## src/rtl/uart_pkg.sv

```systemverilog
// Shared types and constants for the UART receive path: receiver state
// encoding, 16x oversampling sample points and bit-decision helpers.
package uart_pkg;

    typedef enum logic [2:0] {
        IDLE   = 3'd0,
        START  = 3'd1,
        DATA   = 3'd2,
        PARITY = 3'd3,
        STOP   = 3'd4,
        BREAK  = 3'd5
    } rx_state_e;

    localparam int         OVERSAMPLE = 16;
    localparam logic [3:0] SAMPLE_A   = 4'd7;
    localparam logic [3:0] SAMPLE_B   = 4'd8;
    localparam logic [3:0] SAMPLE_C   = 4'd9;
    localparam logic [3:0] BIT_END    = 4'd15;
    localparam int         DATA_BITS  = 8;

    // Two-of-three vote over the mid-bit sample window.
    function automatic logic majority3(input logic a, input logic b, input logic c);
        return (a & b) | (a & c) | (b & c);
    endfunction

    // High when data plus parity bit carry an odd number of ones.
    function automatic logic even_parity_bad(input logic [7:0] d, input logic p);
        return (^d) ^ p;
    endfunction

endpackage

```

## src/rtl/uart_rx_fifo_if.sv

```systemverilog
// Consumer-side bundle of the UART receiver: FWFT read port, fill level
// and sticky error flags. parity_err exists only with UART_RX_PARITY_EN.
interface uart_rx_fifo_if #(
    parameter int DEPTH = 8
);
    logic [7:0]               rd_data;
    logic                     rd_valid;
    logic                     rd_ready;
    logic [$clog2(DEPTH):0]   fifo_level;
    logic                     frame_err;
    logic                     overrun;
    logic                     err_clr;
`ifdef UART_RX_PARITY_EN
    logic                     parity_err;
`endif

    // Receiver side: produces data and status.
    modport master (
        output rd_data, rd_valid, fifo_level, frame_err, overrun,
`ifdef UART_RX_PARITY_EN
        output parity_err,
`endif
        input  rd_ready, err_clr
    );

    // Consumer side: accepts data and clears errors.
    modport slave (
        input  rd_data, rd_valid, fifo_level, frame_err, overrun,
`ifdef UART_RX_PARITY_EN
        input  parity_err,
`endif
        output rd_ready, err_clr
    );
endinterface

```

## src/rtl/sync_fifo.sv

```systemverilog
// Single-clock first-word-fall-through FIFO. The head entry is presented
// combinationally from storage; it reads as zero while the FIFO is empty.
// A push is accepted while full only if a pop happens in the same cycle.
module sync_fifo #(
    parameter int WIDTH = 8,
    parameter int DEPTH = 8
) (
    input  logic                     clk,
    input  logic                     n_reset,
    input  logic                     push,
    input  logic [WIDTH-1:0]         push_data,
    input  logic                     pop,
    output logic [WIDTH-1:0]         head,
    output logic                     full,
    output logic                     empty,
    output logic [$clog2(DEPTH):0]   level
);
    localparam int             AW       = $clog2(DEPTH);
    localparam logic [AW:0]    FULL_LVL = (AW+1)'(DEPTH);

    logic [WIDTH-1:0] mem_r [DEPTH];
    logic [AW-1:0]    wr_ptr_r;
    logic [AW-1:0]    rd_ptr_r;
    logic [AW:0]      level_r;
    logic             do_push_s;
    logic             do_pop_s;

    assign empty     = (level_r == {(AW+1){1'b0}});
    assign full      = (level_r == FULL_LVL);
    assign do_pop_s  = pop & ~empty;
    assign do_push_s = push & (~full | do_pop_s);
    assign level     = level_r;
    assign head      = empty ? {WIDTH{1'b0}} : mem_r[rd_ptr_r];

    // Pointer and occupancy bookkeeping; pointers wrap at the power-of-two depth.
    always_ff @(posedge clk or negedge n_reset) begin
        if (!n_reset) begin
            wr_ptr_r <= {AW{1'b0}};
            rd_ptr_r <= {AW{1'b0}};
            level_r  <= {(AW+1){1'b0}};
        end else begin
            if (do_push_s) begin
                wr_ptr_r <= wr_ptr_r + {{(AW-1){1'b0}}, 1'b1};
            end
            if (do_pop_s) begin
                rd_ptr_r <= rd_ptr_r + {{(AW-1){1'b0}}, 1'b1};
            end
            case ({do_push_s, do_pop_s})
                2'b10:   level_r <= level_r + {{AW{1'b0}}, 1'b1};
                2'b01:   level_r <= level_r - {{AW{1'b0}}, 1'b1};
                default: level_r <= level_r;
            endcase
        end
    end

    // Storage array write port.
    always_ff @(posedge clk or negedge n_reset) begin
        if (!n_reset) begin
            for (int i = 0; i < DEPTH; i++) begin
                mem_r[i] <= {WIDTH{1'b0}};
            end
        end else if (do_push_s) begin
            mem_r[wr_ptr_r] <= push_data;
        end
    end

endmodule

```

## src/rtl/uart_rx_fifo.sv

```systemverilog
// UART receiver for the dbgu link: 2-flop synchroniser, 16x oversampling
// with a 3-sample majority vote at sub-ticks 7/8/9, 8N1 framing (8E1 when
// UART_RX_PARITY_EN is defined) and an FWFT byte FIFO with sticky flags.
// The stop bit is judged at sub-tick 9 so a back-to-back start edge is seen.
module uart_rx_fifo
    import uart_pkg::*;
#(
    parameter int BAUD_DIV = 2,
    parameter int DEPTH    = 8
) (
    input  logic              clk,
    input  logic              n_reset,
    input  logic              rx,
    uart_rx_fifo_if.master    bus
);
    localparam int            TW        = (BAUD_DIV > 1) ? $clog2(BAUD_DIV) : 1;
    localparam logic [TW-1:0] TICK_LAST = TW'(BAUD_DIV - 1);
    localparam logic [2:0]    LAST_BIT  = 3'(DATA_BITS - 1);

    rx_state_e              state_r;
    rx_state_e              state_nx;
    logic                   rx_meta_r;
    logic                   rx_s_r;
    logic [TW-1:0]          tick_cnt_r;
    logic [3:0]             sub_cnt_r;
    logic                   samp_a_r;
    logic                   samp_b_r;
    logic [2:0]             bit_cnt_r;
    logic [7:0]             shift_r;
    logic                   frame_err_r;
    logic                   overrun_r;

    logic                   tick_s;
    logic                   at_c_s;
    logic                   at_end_s;
    logic                   maj_s;
    logic                   start_det_s;
    logic                   shift_s;
    logic                   bit_clr_s;
    logic                   bit_inc_s;
    logic                   push_s;
    logic                   frame_set_s;
    logic                   overrun_set_s;
    logic                   full_s;
    logic                   empty_s;
    logic [7:0]             head_s;
    logic [$clog2(DEPTH):0] level_s;
`ifdef UART_RX_PARITY_EN
    logic                   par_cap_s;
    logic                   par_set_s;
    logic                   par_bad_r;
    logic                   parity_err_r;
`endif

    assign tick_s   = (tick_cnt_r == TICK_LAST);
    assign at_c_s   = tick_s & (sub_cnt_r == SAMPLE_C);
    assign at_end_s = tick_s & (sub_cnt_r == BIT_END);
    assign maj_s    = majority3(samp_a_r, samp_b_r, rx_s_r);

    // Bring the asynchronous pin into clk through two flops, idling high.
    always_ff @(posedge clk or negedge n_reset) begin
        if (!n_reset) begin
            rx_meta_r <= 1'b1;
            rx_s_r    <= 1'b1;
        end else begin
            rx_meta_r <= rx;
            rx_s_r    <= rx_meta_r;
        end
    end

    // Oversample tick and sub-tick counters, realigned to each start edge.
    always_ff @(posedge clk or negedge n_reset) begin
        if (!n_reset) begin
            tick_cnt_r <= {TW{1'b0}};
            sub_cnt_r  <= 4'd0;
        end else if (start_det_s) begin
            tick_cnt_r <= {TW{1'b0}};
            sub_cnt_r  <= 4'd0;
        end else if (tick_s) begin
            tick_cnt_r <= {TW{1'b0}};
            sub_cnt_r  <= sub_cnt_r + 4'd1;
        end else begin
            tick_cnt_r <= tick_cnt_r + {{(TW-1){1'b0}}, 1'b1};
        end
    end

    // Capture the first two samples of the vote window; the third is live rx_s.
    always_ff @(posedge clk or negedge n_reset) begin
        if (!n_reset) begin
            samp_a_r <= 1'b1;
            samp_b_r <= 1'b1;
        end else if (tick_s && (sub_cnt_r == SAMPLE_A)) begin
            samp_a_r <= rx_s_r;
        end else if (tick_s && (sub_cnt_r == SAMPLE_B)) begin
            samp_b_r <= rx_s_r;
        end
    end

    // Receiver state register.
    always_ff @(posedge clk or negedge n_reset) begin
        if (!n_reset) begin
            state_r <= IDLE;
        end else begin
            state_r <= state_nx;
        end
    end

    // Next-state decode and per-cycle control strobes.
    always_comb begin
        state_nx    = state_r;
        start_det_s = 1'b0;
        shift_s     = 1'b0;
        bit_clr_s   = 1'b0;
        bit_inc_s   = 1'b0;
        push_s      = 1'b0;
        frame_set_s = 1'b0;
`ifdef UART_RX_PARITY_EN
        par_cap_s   = 1'b0;
`endif
        case (state_r)
            IDLE: begin
                if (!rx_s_r) begin
                    start_det_s = 1'b1;
                    state_nx    = START;
                end else begin
                    state_nx    = IDLE;
                end
            end
            START: begin
                if (at_c_s && maj_s) begin
                    state_nx  = IDLE;
                end else if (at_end_s) begin
                    bit_clr_s = 1'b1;
                    state_nx  = DATA;
                end else begin
                    state_nx  = START;
                end
            end
            DATA: begin
                if (at_c_s) begin
                    shift_s = 1'b1;
                end else if (at_end_s) begin
                    if (bit_cnt_r == LAST_BIT) begin
`ifdef UART_RX_PARITY_EN
                        state_nx = PARITY;
`else
                        state_nx = STOP;
`endif
                    end else begin
                        bit_inc_s = 1'b1;
                    end
                end else begin
                    state_nx = DATA;
                end
            end
            PARITY: begin
`ifdef UART_RX_PARITY_EN
                if (at_c_s) begin
                    par_cap_s = 1'b1;
                end else if (at_end_s) begin
                    state_nx  = STOP;
                end else begin
                    state_nx  = PARITY;
                end
`else
                state_nx = IDLE;
`endif
            end
            STOP: begin
                if (at_c_s) begin
                    if (maj_s) begin
`ifdef UART_RX_PARITY_EN
                        push_s = ~par_bad_r;
`else
                        push_s = 1'b1;
`endif
                        state_nx = IDLE;
                    end else begin
                        frame_set_s = 1'b1;
                        state_nx    = BREAK;
                    end
                end else begin
                    state_nx = STOP;
                end
            end
            BREAK: begin
                if (rx_s_r) begin
                    state_nx = IDLE;
                end else begin
                    state_nx = BREAK;
                end
            end
            default: begin
                state_nx = IDLE;
            end
        endcase
    end

    // Data shift register (LSB first) and bit counter.
    always_ff @(posedge clk or negedge n_reset) begin
        if (!n_reset) begin
            shift_r   <= 8'h00;
            bit_cnt_r <= 3'd0;
        end else begin
            if (shift_s) begin
                shift_r <= {maj_s, shift_r[7:1]};
            end
            if (bit_clr_s) begin
                bit_cnt_r <= 3'd0;
            end else if (bit_inc_s) begin
                bit_cnt_r <= bit_cnt_r + 3'd1;
            end
        end
    end

`ifdef UART_RX_PARITY_EN
    assign par_set_s = par_cap_s & even_parity_bad(shift_r, maj_s);

    // Remember a parity mismatch for the current frame and keep the sticky flag.
    always_ff @(posedge clk or negedge n_reset) begin
        if (!n_reset) begin
            par_bad_r    <= 1'b0;
            parity_err_r <= 1'b0;
        end else begin
            if (bit_clr_s) begin
                par_bad_r <= 1'b0;
            end else if (par_cap_s) begin
                par_bad_r <= par_set_s;
            end
            if (par_set_s) begin
                parity_err_r <= 1'b1;
            end else if (bus.err_clr) begin
                parity_err_r <= 1'b0;
            end
        end
    end

    assign bus.parity_err = parity_err_r;
`endif

    sync_fifo #(
        .WIDTH (8),
        .DEPTH (DEPTH)
    ) u_fifo (
        .clk       (clk),
        .n_reset   (n_reset),
        .push      (push_s),
        .push_data (shift_r),
        .pop       (bus.rd_ready),
        .head      (head_s),
        .full      (full_s),
        .empty     (empty_s),
        .level     (level_s)
    );

    // A full FIFO always has a valid head, so rd_ready alone means a pop frees space.
    assign overrun_set_s = push_s & full_s & ~bus.rd_ready;

    // Sticky error flags; a new event beats a simultaneous clear.
    always_ff @(posedge clk or negedge n_reset) begin
        if (!n_reset) begin
            frame_err_r <= 1'b0;
            overrun_r   <= 1'b0;
        end else begin
            if (frame_set_s) begin
                frame_err_r <= 1'b1;
            end else if (bus.err_clr) begin
                frame_err_r <= 1'b0;
            end
            if (overrun_set_s) begin
                overrun_r <= 1'b1;
            end else if (bus.err_clr) begin
                overrun_r <= 1'b0;
            end
        end
    end

    assign bus.rd_data    = head_s;
    assign bus.rd_valid   = ~empty_s;
    assign bus.fifo_level = level_s;
    assign bus.frame_err  = frame_err_r;
    assign bus.overrun    = overrun_r;

endmodule

```

## src/flat_wrapper.sv

```systemverilog
// flat-port wrapper written by rule: the top's interface ports become plain ports
module uart_rx_fifo_flat import uart_pkg::*;
#(
    parameter int BAUD_DIV = 2,
    parameter int DEPTH    = 8
)
  (clk, n_reset, rx, bus_rd_data, bus_rd_valid, bus_fifo_level, bus_frame_err, bus_overrun, bus_rd_ready, bus_err_clr);
  uart_rx_fifo_if #(.DEPTH(DEPTH)) bus_i ();
  input  logic clk;
  input  logic n_reset;
  input  logic rx;
  output wire logic [$bits(bus_i.rd_data)-1:0] bus_rd_data;
  output wire logic [$bits(bus_i.rd_valid)-1:0] bus_rd_valid;
  output wire logic [$bits(bus_i.fifo_level)-1:0] bus_fifo_level;
  output wire logic [$bits(bus_i.frame_err)-1:0] bus_frame_err;
  output wire logic [$bits(bus_i.overrun)-1:0] bus_overrun;
  input wire logic [$bits(bus_i.rd_ready)-1:0] bus_rd_ready;
  input wire logic [$bits(bus_i.err_clr)-1:0] bus_err_clr;
  assign bus_rd_data = bus_i.rd_data;
  assign bus_rd_valid = bus_i.rd_valid;
  assign bus_fifo_level = bus_i.fifo_level;
  assign bus_frame_err = bus_i.frame_err;
  assign bus_overrun = bus_i.overrun;
  assign bus_i.rd_ready = bus_rd_ready;
  assign bus_i.err_clr = bus_err_clr;
  uart_rx_fifo #(.BAUD_DIV(BAUD_DIV), .DEPTH(DEPTH)) u_core (.clk(clk), .n_reset(n_reset), .rx(rx), .bus(bus_i));
endmodule
```

## config.mk

```make
export PLATFORM = sky130hd
export DESIGN_NAME = uart_rx_fifo_flat
export DESIGN_NICKNAME = d
export VERILOG_FILES = /design/src/rtl/uart_pkg.sv /design/src/rtl/uart_rx_fifo_if.sv /design/src/rtl/sync_fifo.sv /design/src/rtl/uart_rx_fifo.sv /design/src/flat_wrapper.sv
export SDC_FILE = /design/constraint.sdc
export NUM_CORES = 1
export LEC_CHECK = 0
export ABC_CLOCK_PERIOD_IN_PS = 3300
export CORE_MARGIN = 2
export CORE_UTILIZATION = 59
export CTS_CLUSTER_DIAMETER = 50
export CTS_CLUSTER_SIZE = 40
export DETAILED_ROUTE_END_ITERATION = 7
export GPL_TIMING_DRIVEN = 1
export PLACE_DENSITY = 0.78
export SLEW_MARGIN = 40
export SYNTH_ARGS = -nofsm -noshare
export SYNTH_HDL_FRONTEND = slang
export SYNTH_SLANG_ARGS = --single-unit
```

## constraint.sdc

```tcl
create_clock -name clk -period 3.3 [get_ports clk]
set_input_delay 0.33 -clock clk [delete_from_list [all_inputs] [get_ports clk]]
set_output_delay 0.33 -clock clk [all_outputs]
set_load 0.05 [all_outputs]
```

### Word level (Yosys, flattened, before mapping)

Cells that the tools add are included.
Widths: inputs -> output; s select.

* register bits after elaboration: 99
* input port bits: 5
* output and inout port bits: 15
* logic and storage cells: 121

* add/subtract/negate cells: 7
* magnitude comparators: 3
* eq/ne operators: 14
* mux-type cells: 44
* bitwise logic cells: 18
* reduce and logical (&&, ||, !) cells: 13

Operators with widths (number)
* $bwmux 64: 1
* $mux 8: 4
* $mux 3: 9
* $bmux 8 s3: 1
* $demux 8 s3: 1
* $mux 1: 23
* $eq 4x4->1 const B: 4
* $pmux 3 s5: 1
* $reduce_bool 2->1: 5
* $add 3x1->3 const B: 3
* $and 1x1->1: 9
* $eq 3x3->1 const B: 3
* $add 4x1->4 const B: 2
* $ge 4x4->1 const B: 2
* $mux 4: 2
* $not 3->4: 2
* $pmux 4 s2: 1
* $eq 4x3->1 const B: 1
* $logic_and 1x1->1: 4
* $logic_not 4->1: 1
* $lt 4x1->1 const B: 1
* $not 1->1: 4
* $reduce_and 2->1: 2
* $sub 4x1->4 const B: 1
* 10 further kinds: 12

### Depth between registers and ports, before layout

Gate-level depths: netlist (run 1).

* word-level depth: 9
* gate-level depth with buffers: 13
* mapped depth without buffers: 13

### Modules after synthesis

A second synthesis (run 1) with hierarchy kept.

* cells, all modules: 330
* area total of the unflattened synthesis: 4807.1 µm²

By module, submodules not included
* sync_fifo: times used 1, cells each 225, area an instance 3589.7 µm², sequential area each 1851.8 µm²
* uart_rx_fifo: times used 1, cells each 105, area an instance 1217.4 µm², sequential area each 630.6 µm²

### Worst setup path before layout (run 1)

Ideal clock, no wire load.

* kind: register to register
* from: register u_core.u_fifo.level_r[1] (netlist: u_core.u_fifo.level[1])
* to: register u_core.u_fifo.level_r[2] (netlist: u_core.u_fifo.level[2])
* library setup time: 0.151 ns
* arrival: 2.857 ns
* required time: 3.149 ns
* slack: 0.292 ns
* stages on the path, launching flop included: 13
* buffers on the path: 2
* clock period less this slack: 3.008 ns
* cell sequence: dfrtp_1 > buf_2 > nor4_4 > inv_2 > and2_1 > clkbuf_1 > ha_1 > xor2_1 > ha_1 > a21oi_1 > xor2_1 > nor2_1 > xor2_1

* word-level cells in the longest chain between the ends: 7
* elaborated cells between the ends (all ways): 13
* those cells by class: add/sub (2); eq/ne (3); mux (1); bitwise (5); reduce/logical (2)

Ends and longest elaborated chain
* start, declared: RTL line sync_fifo.sv:24 `logic [AW:0] level_r;`
* start signal, assigned: RTL line sync_fifo.sv:40 `level_r <= {(AW+1){1'b0}};`
* start signal, assigned: RTL line sync_fifo.sv:49 `2'b10: level_r <= level_r + {{AW{1'b0}}, 1'b1};`
* start signal, assigned: RTL line sync_fifo.sv:50 `2'b01: level_r <= level_r - {{AW{1'b0}}, 1'b1};`
* $logic_not 4->1 *: RTL line sync_fifo.sv:28 `assign empty = (level_r == {(AW+1){1'b0}});`
* $not 1->1 *
* net bus_rd_valid: RTL line flat_wrapper.sv:13 `output wire logic [$bits(bus_i.rd_valid)-1:0] bus_rd_valid;`
* $and 1x1->1 *: RTL line sync_fifo.sv:30 `assign do_pop_s = pop & ~empty;`
* net u_core.u_fifo.do_pop_s: RTL line sync_fifo.sv:26 `logic do_pop_s;`
* $or 1x1->1: RTL line sync_fifo.sv:31 `assign do_push_s = push & (~full | do_pop_s);`
* $and 1x1->1: RTL line sync_fifo.sv:31
* $eq 2x1->1 or $eq 2x2->1 (tied branches): RTL line sync_fifo.sv:48 `case ({do_push_s, do_pop_s})`
* $pmux 4 s2 or $reduce_bool 2->1 (tied branches)

Mark *: on every way through the listed nets, which the timed path passes. The rest lies on a longest branch.
A chain may end at the register's enable or synchronous reset.

### Worst setup path after layout (run 1)

* from: register u_core.u_fifo.rd_ptr_r[1]
* to: output bus_rd_data[5]

* word-level cells in the longest chain between the ends: 5

Ends and longest elaborated chain
* start, declared: RTL line sync_fifo.sv:23 `logic [AW-1:0] rd_ptr_r;`
* start signal, assigned: RTL line sync_fifo.sv:39 `rd_ptr_r <= {AW{1'b0}};`
* start signal, assigned: RTL line sync_fifo.sv:46 `rd_ptr_r <= rd_ptr_r + {{(AW-1){1'b0}}, 1'b1};`
* $not 3->4 (not written as such): RTL line sync_fifo.sv:33 `assign head = empty ? {WIDTH{1'b0}} : mem_r[rd_ptr_r];`
* $bmux 8 s3: RTL line sync_fifo.sv:33
* $mux 8 (not written as such) (2 in series): RTL line sync_fifo.sv:33
* $mux 8: RTL line sync_fifo.sv:33
* end, declared: RTL line flat_wrapper.sv:12 `output wire logic [$bits(bus_i.rd_data)-1:0] bus_rd_data;`

No other way between the ends. The select of a mux whose other input is x is not followed.

==> results of run 1 <==
[cells in the mapped netlist]
master,instances
nand3b_1,1
mux4_2,16
a21bo_4,1
mux2i_1,11
nor4_4,1
and4b_1,1
inv_1,7
a2111oi_0,1
nor3b_1,3
nor2b_1,1
a21boi_2,1
xnor2_1,5
nand2_1,5
xor2_1,9
o32ai_1,1
buf_2,3
nor3_1,6
nand2b_2,1
dfstp_2,4
a21oi_1,2
and2_1,1
nand4_1,6
o211ai_1,1
inv_2,1
dfrtp_1,95
o22a_1,1
clkbuf_1,5
nor4_1,3
buf_1,10
nor4b_4,3
nand2b_1,5
nand3_1,5
mux2_1,2
nor2_1,26
maj3_4,1
nor4b_1,1
buf_4,1
nand4b_1,3
mux2_2,75
a41oi_1,1
a211oi_1,1
ha_1,10
o22ai_1,2
[where the power goes]
part / internal (uW) / switching (uW) / total (uW)
Combinational: 116 / 132 / 248
Sequential: 1270 / 73.5 / 1350
Clock: 505 / 405 / 910
Total: 1890 / 610 / 2500
[per-layer routing]
metal	vias up	GRT usage, %	wire length, um
met5	-	0	0
met4	0	5.68	102
met3	10	4.67	261
met2	33	35.6	4280
met1	1425	28.1	3840
li1	1263	-	-
[cell type report]
class,count,area [sq um],area share (%)
Sequential cell,99,2480,47.2
Inverter,8,30.0,0.571
Timing Repair Buffer,24,231,4.40
Clock buffer,10,128,2.43
Multi-Input combinational cell,213,2150,40.8
Tap cell,102,128,2.43
Clock inverter,6,111,2.12
[logic make-up after synthesis]
logic type                 count (synthesis)  share of synthesized area (%)
and+or+nand+nor                           72                           9.45
buffers and inverters                     27                           2.30
xor gates and xnor gates                  14                           2.59
DFF                                       99                           52.4
muxes                                    104                           28.2
AOI/OAI and AO/OA                         12                           2.11
adders and majority gates                 11                           2.93
[path summary, 6_finish.rpt]
path,start,end,slack [ps]
setup / recovery,u_core.u_fifo.rd_ptr_r[1]$_DFFE_PN0P_,bus_rd_data[5],300
hold / removal,u_core.rx_meta_r$_DFF_PN1_,u_core.rx_s_r$_DFF_PN1_,360
setup reg to reg,u_core.state_r[2]$_DFFE_PN0P_,u_core.u_fifo.level[2]$_DFFE_PN0P_,480
hold reg to reg,u_core.rx_meta_r$_DFF_PN1_,u_core.rx_s_r$_DFF_PN1_,360
max in group asynchronous,n_reset,u_core.samp_a_r$_DFFE_PN1P_,2030
min in group asynchronous,n_reset,u_core.u_fifo.rd_ptr_r[0]$_DFFE_PN0P_,520
[registers in the layout, indices dropped and copies added (netlist names)]
signal	count
u_core.shift_r	8
u_core.samp_a_r	1
u_core.rx_meta_r	1
u_core.u_fifo.rd_ptr_r	3
u_core.bus.frame_err	1
u_core.rx_s_r	1
u_core.bit_cnt_r	3
u_core.bus.overrun	1
u_core.tick_cnt_r	1
u_core.u_fifo.level	4
u_core.samp_b_r	1
u_core.sub_cnt_r	4
u_core.u_fifo.mem_r	64
u_core.state_r	3
u_core.u_fifo.wr_ptr_r	3
[through the flow]
step	std cells	hold slack, ps
2_1_floorplan	339	34.4
3_3_place_gp	445	346
3_5_place_dp	445	347
4_1_cts	461	90.8
5_1_grt	462	354
6_report	462	360
[critical path, stage by stage (launching register included)]
cell and delay [ps]:
dfrtp_1 900, mux4_2 360, mux2i_1 80, nor2_1 150, clkdlybuf4s50_1 820
[repair_timing]
item	4_1_cts	5_1_grt
hold endpoints to repair	0	19
buffers inserted	0	0
endpoints found under the setup margin	0	0
gates resized for setup	0	0
hold buffers	0	1
==> impl_metrics.env, run 1 <==
export IMPL_worstPathArrival_ps=2670
export IMPL_core_rowCount=32
export IMPL_ys_ff_latch=99
export IMPL_setup_tns_ps=0
export IMPL_clk_latency_ps=360
export IMPL_slew_violations=0
export IMPL_synth_top_area_share_pct=50.2
export IMPL_initial_core_util_pct=61.0
export IMPL_wl_per_cell_um=18.4
export IMPL_p_leak_uw=0.00240
export IMPL_clock_sinks=99
export IMPL_stdcell_area_sq_mm=0.00526
export IMPL_finalHoldViolations=0
export IMPL_first_global_vias=2714
export IMPL_period_needed_ps=3000
export IMPL_rsz0062_at_grt="false"
export IMPL_final_nets=370
export IMPL_synth_warnings=0
export IMPL_cp_start_kind="flop"
export IMPL_area_delta_synth_final_pct=11.0
export IMPL_die_w_um=93.6
export IMPL_layout_commonest_cell="dfrtp_1"
export IMPL_post_route_util_pct=67.7
export IMPL_crit_required_ps=2970
export IMPL_finalCritPeriodShare_pct=91.0
export IMPL_dieArea_sq_mm=0.00876
export IMPL_ant_nets=0
export IMPL_endpoint_kind="primary output"
export IMPL_first_pass_iters=4
export IMPL_pre_cts_slack_ps=540
export IMPL_drive_above_1_share_pct=34.4
export IMPL_rr_worst_depth=11
export IMPL_power_uw=2500
export IMPL_syn_cell_area_sq_mm=0.00474
export IMPL_wl_um=8480
export IMPL_postPlaceCellArea_sq_mm=0.00500
export IMPL_boundaryPins=20
export IMPL_antenna_found_initial=0
export IMPL_hold_path_depth=0
export IMPL_clock_fmax_mhz=333
export IMPL_clock_skew_ps=10.7
export IMPL_crit_fanout=18
export IMPL_synthCells=339
export IMPL_setup_violations=0
export IMPL_synthTopCellsByArea="dfrtp_1 50%, mux2_2 18%, mux4_2 7.6%"
export IMPL_dp_hpwl_um=5580
export IMPL_grt_ovfl_total=0
export IMPL_gp_congestion=0.798
export IMPL_synth_fp_nets=354
export IMPL_antenna_cells=0
export IMPL_ys_types=43
export IMPL_dr_total_vias=2731
export IMPL_drc_errors=0
export IMPL_gr_usage_all_layers_pct=21.2
export IMPL_die_h_um=93.6
export IMPL_grt_max_degree=68
export IMPL_maxSlewHeadroom_pct=43.5
export IMPL_layout_common_cells="95 x dfrtp_1, 75 x mux2_2, 26 x nor2_1"
export IMPL_ir_drop_mv=0.383
export IMPL_cts_tree="built"
export IMPL_final_setup_worst_slack_ps=297
export IMPL_fill_cells=578
export IMPL_cts_buffer_depth=2
export IMPL_crit_type="flop to primary output"
export IMPL_status="complete, no violations"
export IMPL_yosysTopAreaCell="dfrtp_1"
export IMPL_maxCapViolCount=0
export IMPL_cts_root_buf="clkbuf_8"
export IMPL_cellPowerDensity_mw_per_mm2=476
export IMPL_drtIter0Drc=120
export IMPL_port_buffers=19
export IMPL_hp_class="flop to flop"
export IMPL_ctsHtreeMaxLevel=3
export IMPL_clkTransAtPathRegs_ps=90
export IMPL_worst_pin_slew_ps=847
export IMPL_syn_area_per_cell_sq_um=14.0
export IMPL_cts_buffers=9
export IMPL_ys_seq_area_share_pct=52.4
export IMPL_grt_pass1_wl_um=14000
export IMPL_vias_per_cell=5.91
export IMPL_core_area_sq_mm=0.00777
No activity file was read; power rests on OpenSTA's default activity.
==> inputs of run 2 (changes only) <==
Settings changed: ABC_CLOCK_PERIOD_IN_PS 3300 to 3490.
Clock period 3.3 ns to 3.49 ns, I/O delays scaled along.
==> run 2 against run 1 <==
  * Clock skew about the same
  * First-iteration DRC count increased by 24%
  * Largest cell class unchanged
  * Clock-buffer cell count increased by 2
  * Sequential share of layout area increased by 0.24 points
  * Critical path depth unchanged
  * Power decreased by 8.9%
  * Non-clock buffer count decreased by 1
  * Critical endpoint unchanged
  * Combinational power decreased by 6%
  * Die area unchanged
  * Cell count decreased by 0.22%
  * Clock power decreased by 15%
  * Largest power group unchanged
==> impl_metrics.env, run 2 (synthesis gave the netlist of run 1 again) <==
export IMPL_first_pass_iters=4
export IMPL_vias_per_cell=5.81
export IMPL_clkTransAtPathRegs_ps=90
export IMPL_r2r_slack_ps=730
export IMPL_gr_usage_all_layers_pct=21.5
export IMPL_rsz0062_at_grt="false"
export IMPL_cts_buffers=9
export IMPL_largestRegisters="u_core.u_fifo.mem_r (64), u_core.shift_r (8)"
export IMPL_ant_nets=0
export IMPL_rr_endpoint="u_core.u_fifo.level[2]$_DFFE_PN0P_"
export IMPL_swShare_pct=25.3
export IMPL_worstPathCellList="mux4_2 -> mux2i_1 -> nor2_1 -> clkdlybuf4s50_1"
export IMPL_cp_start_kind="flop"
export IMPL_ff_latch_area_sq_mm=0.00248
export IMPL_cpMaxStageDelayCell="dfrtp_1"
export IMPL_largest_register_ffs=64
export IMPL_endpoint_kind="primary output"
export IMPL_cpPeakStageDelay_ps=870
export IMPL_clkPwrFrac_pct=34.0
export IMPL_core_area_sq_mm=0.00777
export IMPL_crit_fanout=18
export IMPL_gp_congestion=0.742
export IMPL_p_int_uw=1710
export IMPL_top_register="u_core.u_fifo.mem_r"
export IMPL_pre_cts_slack_ps=719
export IMPL_grt_ovfl_total=0
export IMPL_ir_drop_mv=0.384
export IMPL_clock_fmax_mhz=337
export IMPL_crit_required_ps=3140
export IMPL_cts_tree="built"
export IMPL_worstPathArrival_ps=2620
export IMPL_ctsHtreeMaxLevel=3
export IMPL_p_sw_uw=576
export IMPL_finalHoldViolations=0
export IMPL_setup_tns_ps=0
export IMPL_dr_total_vias=2680
export IMPL_crit_start="u_core.u_fifo.rd_ptr_r[1]$_DFFE_PN0P_"
export IMPL_seqPwrFrac_pct=55.8
export IMPL_final_nets=369
export IMPL_p_leak_uw=0.00239
export IMPL_fill_cells=561
export IMPL_status="complete, no violations"
export IMPL_multi_input_area_sq_mm=0.00215
export IMPL_port_buffers=19
export IMPL_crit_type="flop to primary output"
export IMPL_finalCritPeriodShare_pct=85.1
export IMPL_first_global_vias=2704
export IMPL_final_setup_worst_slack_ps=522
export IMPL_drive_above_1_share_pct=35.1
export IMPL_maxCapViolCount=0
export IMPL_crit_end="bus_rd_data[5]"
export IMPL_drtIter0Drc=149
export IMPL_die_h_um=93.6
export IMPL_layout_common_cells="95 x dfrtp_1, 75 x mux2_2, 26 x nor2_1"
export IMPL_timing_rr_start="u_core.sub_cnt_r[1]$_DFFE_PN0N_"
export IMPL_die_w_um=93.6
export IMPL_slew_violations=0
export IMPL_hp_class="input pin to async pin"
export IMPL_clock_skew_ps=10.9
export IMPL_setup_violations=0
export IMPL_clock_sinks=99
export IMPL_postCtsSetupBuffers=0
export IMPL_dieArea_sq_mm=0.00876
export IMPL_wl_um=8370
export IMPL_grt_pass1_wl_um=14100
export IMPL_antenna_found_initial=0
export IMPL_boundaryPins=20
export IMPL_wl_per_cell_um=18.2
export IMPL_clk_latency_ps=360
export IMPL_worst_pin_slew_ps=798
export IMPL_layout_commonest_cell="dfrtp_1"
export IMPL_cts_root_buf="clkbuf_8"
export IMPL_core_rowCount=32
export IMPL_area_delta_synth_final_pct=10.4
export IMPL_maxSlewHeadroom_pct=46.8
export IMPL_combPwrFrac_pct=10.2
export IMPL_antenna_cells=0
export IMPL_hold_buffers=0
export IMPL_initial_core_util_pct=61.0
export IMPL_rr_worst_depth=13
export IMPL_dp_hpwl_um=5600
export IMPL_cellPowerDensity_mw_per_mm2=436
export IMPL_drc_errors=0
export IMPL_period_needed_ps=2970
export IMPL_grt_max_degree=57
export IMPL_cts_buffer_depth=2
export IMPL_ctsResizeCount=0
==> run 2: cell types whose count changed in the layout (fill, tap and decap cells not counted) <==
cell,previous run,this run
dlygate4sd3_1,1,0
clkinv_4,0,1
nor4_1,3,2
nor4_2,0,1
clkbuf_1,1,0
clkbuf_8,9,12
buf_6,1,0
buf_4,4,5
clkinv_2,1,0
bufinv_16,3,1
==> run 2: worst max-delay path: cells and delay by family, from the launching register on <==
kind          cells  cell delay, ps
buf+inv           1             810
flops             1             870
mux               2             460
simple gates      1             130
==> run 2: metal layers <==
metal	share of wire [%]	GRT usage (%)	up-vias	routed length [um]
li1	-	-	1261	-
met1	45	31.0	1363	3770
met2	50	33.5	45	4170
met3	3.9	4.11	11	325
met4	1.2	6.88	0	102
met5	0	0	-	0
==> run 2: how the worst min path moves through the flow <==
stage / startpoint / end / slack (ps) / cells past startpoint
CTS: n_reset / u_core.u_fifo.mem_r[30]$_DFFE_PN0P_ / 50 / 1
global route: n_reset / u_core.sub_cnt_r[3]$_DFFE_PN0N_ / 80 / 1
detailed placement: u_core.rx_meta_r$_DFF_PN1_ / u_core.rx_s_r$_DFF_PN1_ / 350 / 0
finish: n_reset / u_core.u_fifo.rd_ptr_r[2]$_DFFE_PN0P_ / 30 / 1
floorplan: n_reset / u_core.bit_cnt_r[0]$_DFFE_PN0P_ / 50 / 0
global placement: u_core.rx_meta_r$_DFF_PN1_ / u_core.rx_s_r$_DFF_PN1_ / 350 / 0
==> run 2: power by group through the flow <==
stage / clock, uW / combinational (uW) / sequential [uW]
2_1_floorplan: 0 / 206 / 1260
3_3_place_gp: 0 / 229 / 1290
3_5_place_dp: 0 / 235 / 1290
4_1_cts: 798 / 236 / 1270
5_1_grt: 844 / 267 / 1280
6_report: 776 / 232 / 1270
==> run 2: layout make-up <==
cell class / instances / share of cell area [%]
tap: 102 / 2.44
clock buffer: 12 / 3.16
timing repair buffer: 23 / 4.16
multi-input combinational: 213 / 41.2
clock inverter: 4 / 1.05
inverter: 8 / 0.574
sequential: 99 / 47.5
==> run 2: metrics by stage <==
stage / total power [uW] / instances / area (sq um) / utilization, % / hold slack (ps)
2_1_floorplan: 1470 / 339 / 4740 / - / 53.4
3_3_place_gp: 1520 / 445 / 5000 / 64.4 / 345
3_5_place_dp: 1530 / 445 / 5000 / 64.4 / 347
4_1_cts: 2310 / 461 / 5230 / 67.3 / 46.5
5_1_grt: 2390 / 461 / 5230 / 67.3 / 84.0
6_report: 2280 / 461 / 5230 / 67.3 / 26.2
==> inputs of run 3 (changes only) <==
Settings changed: CAP_MARGIN from default to 20.
==> results of run 3 <==
The final DEF is identical to that of run 2; final timing and power are the same.
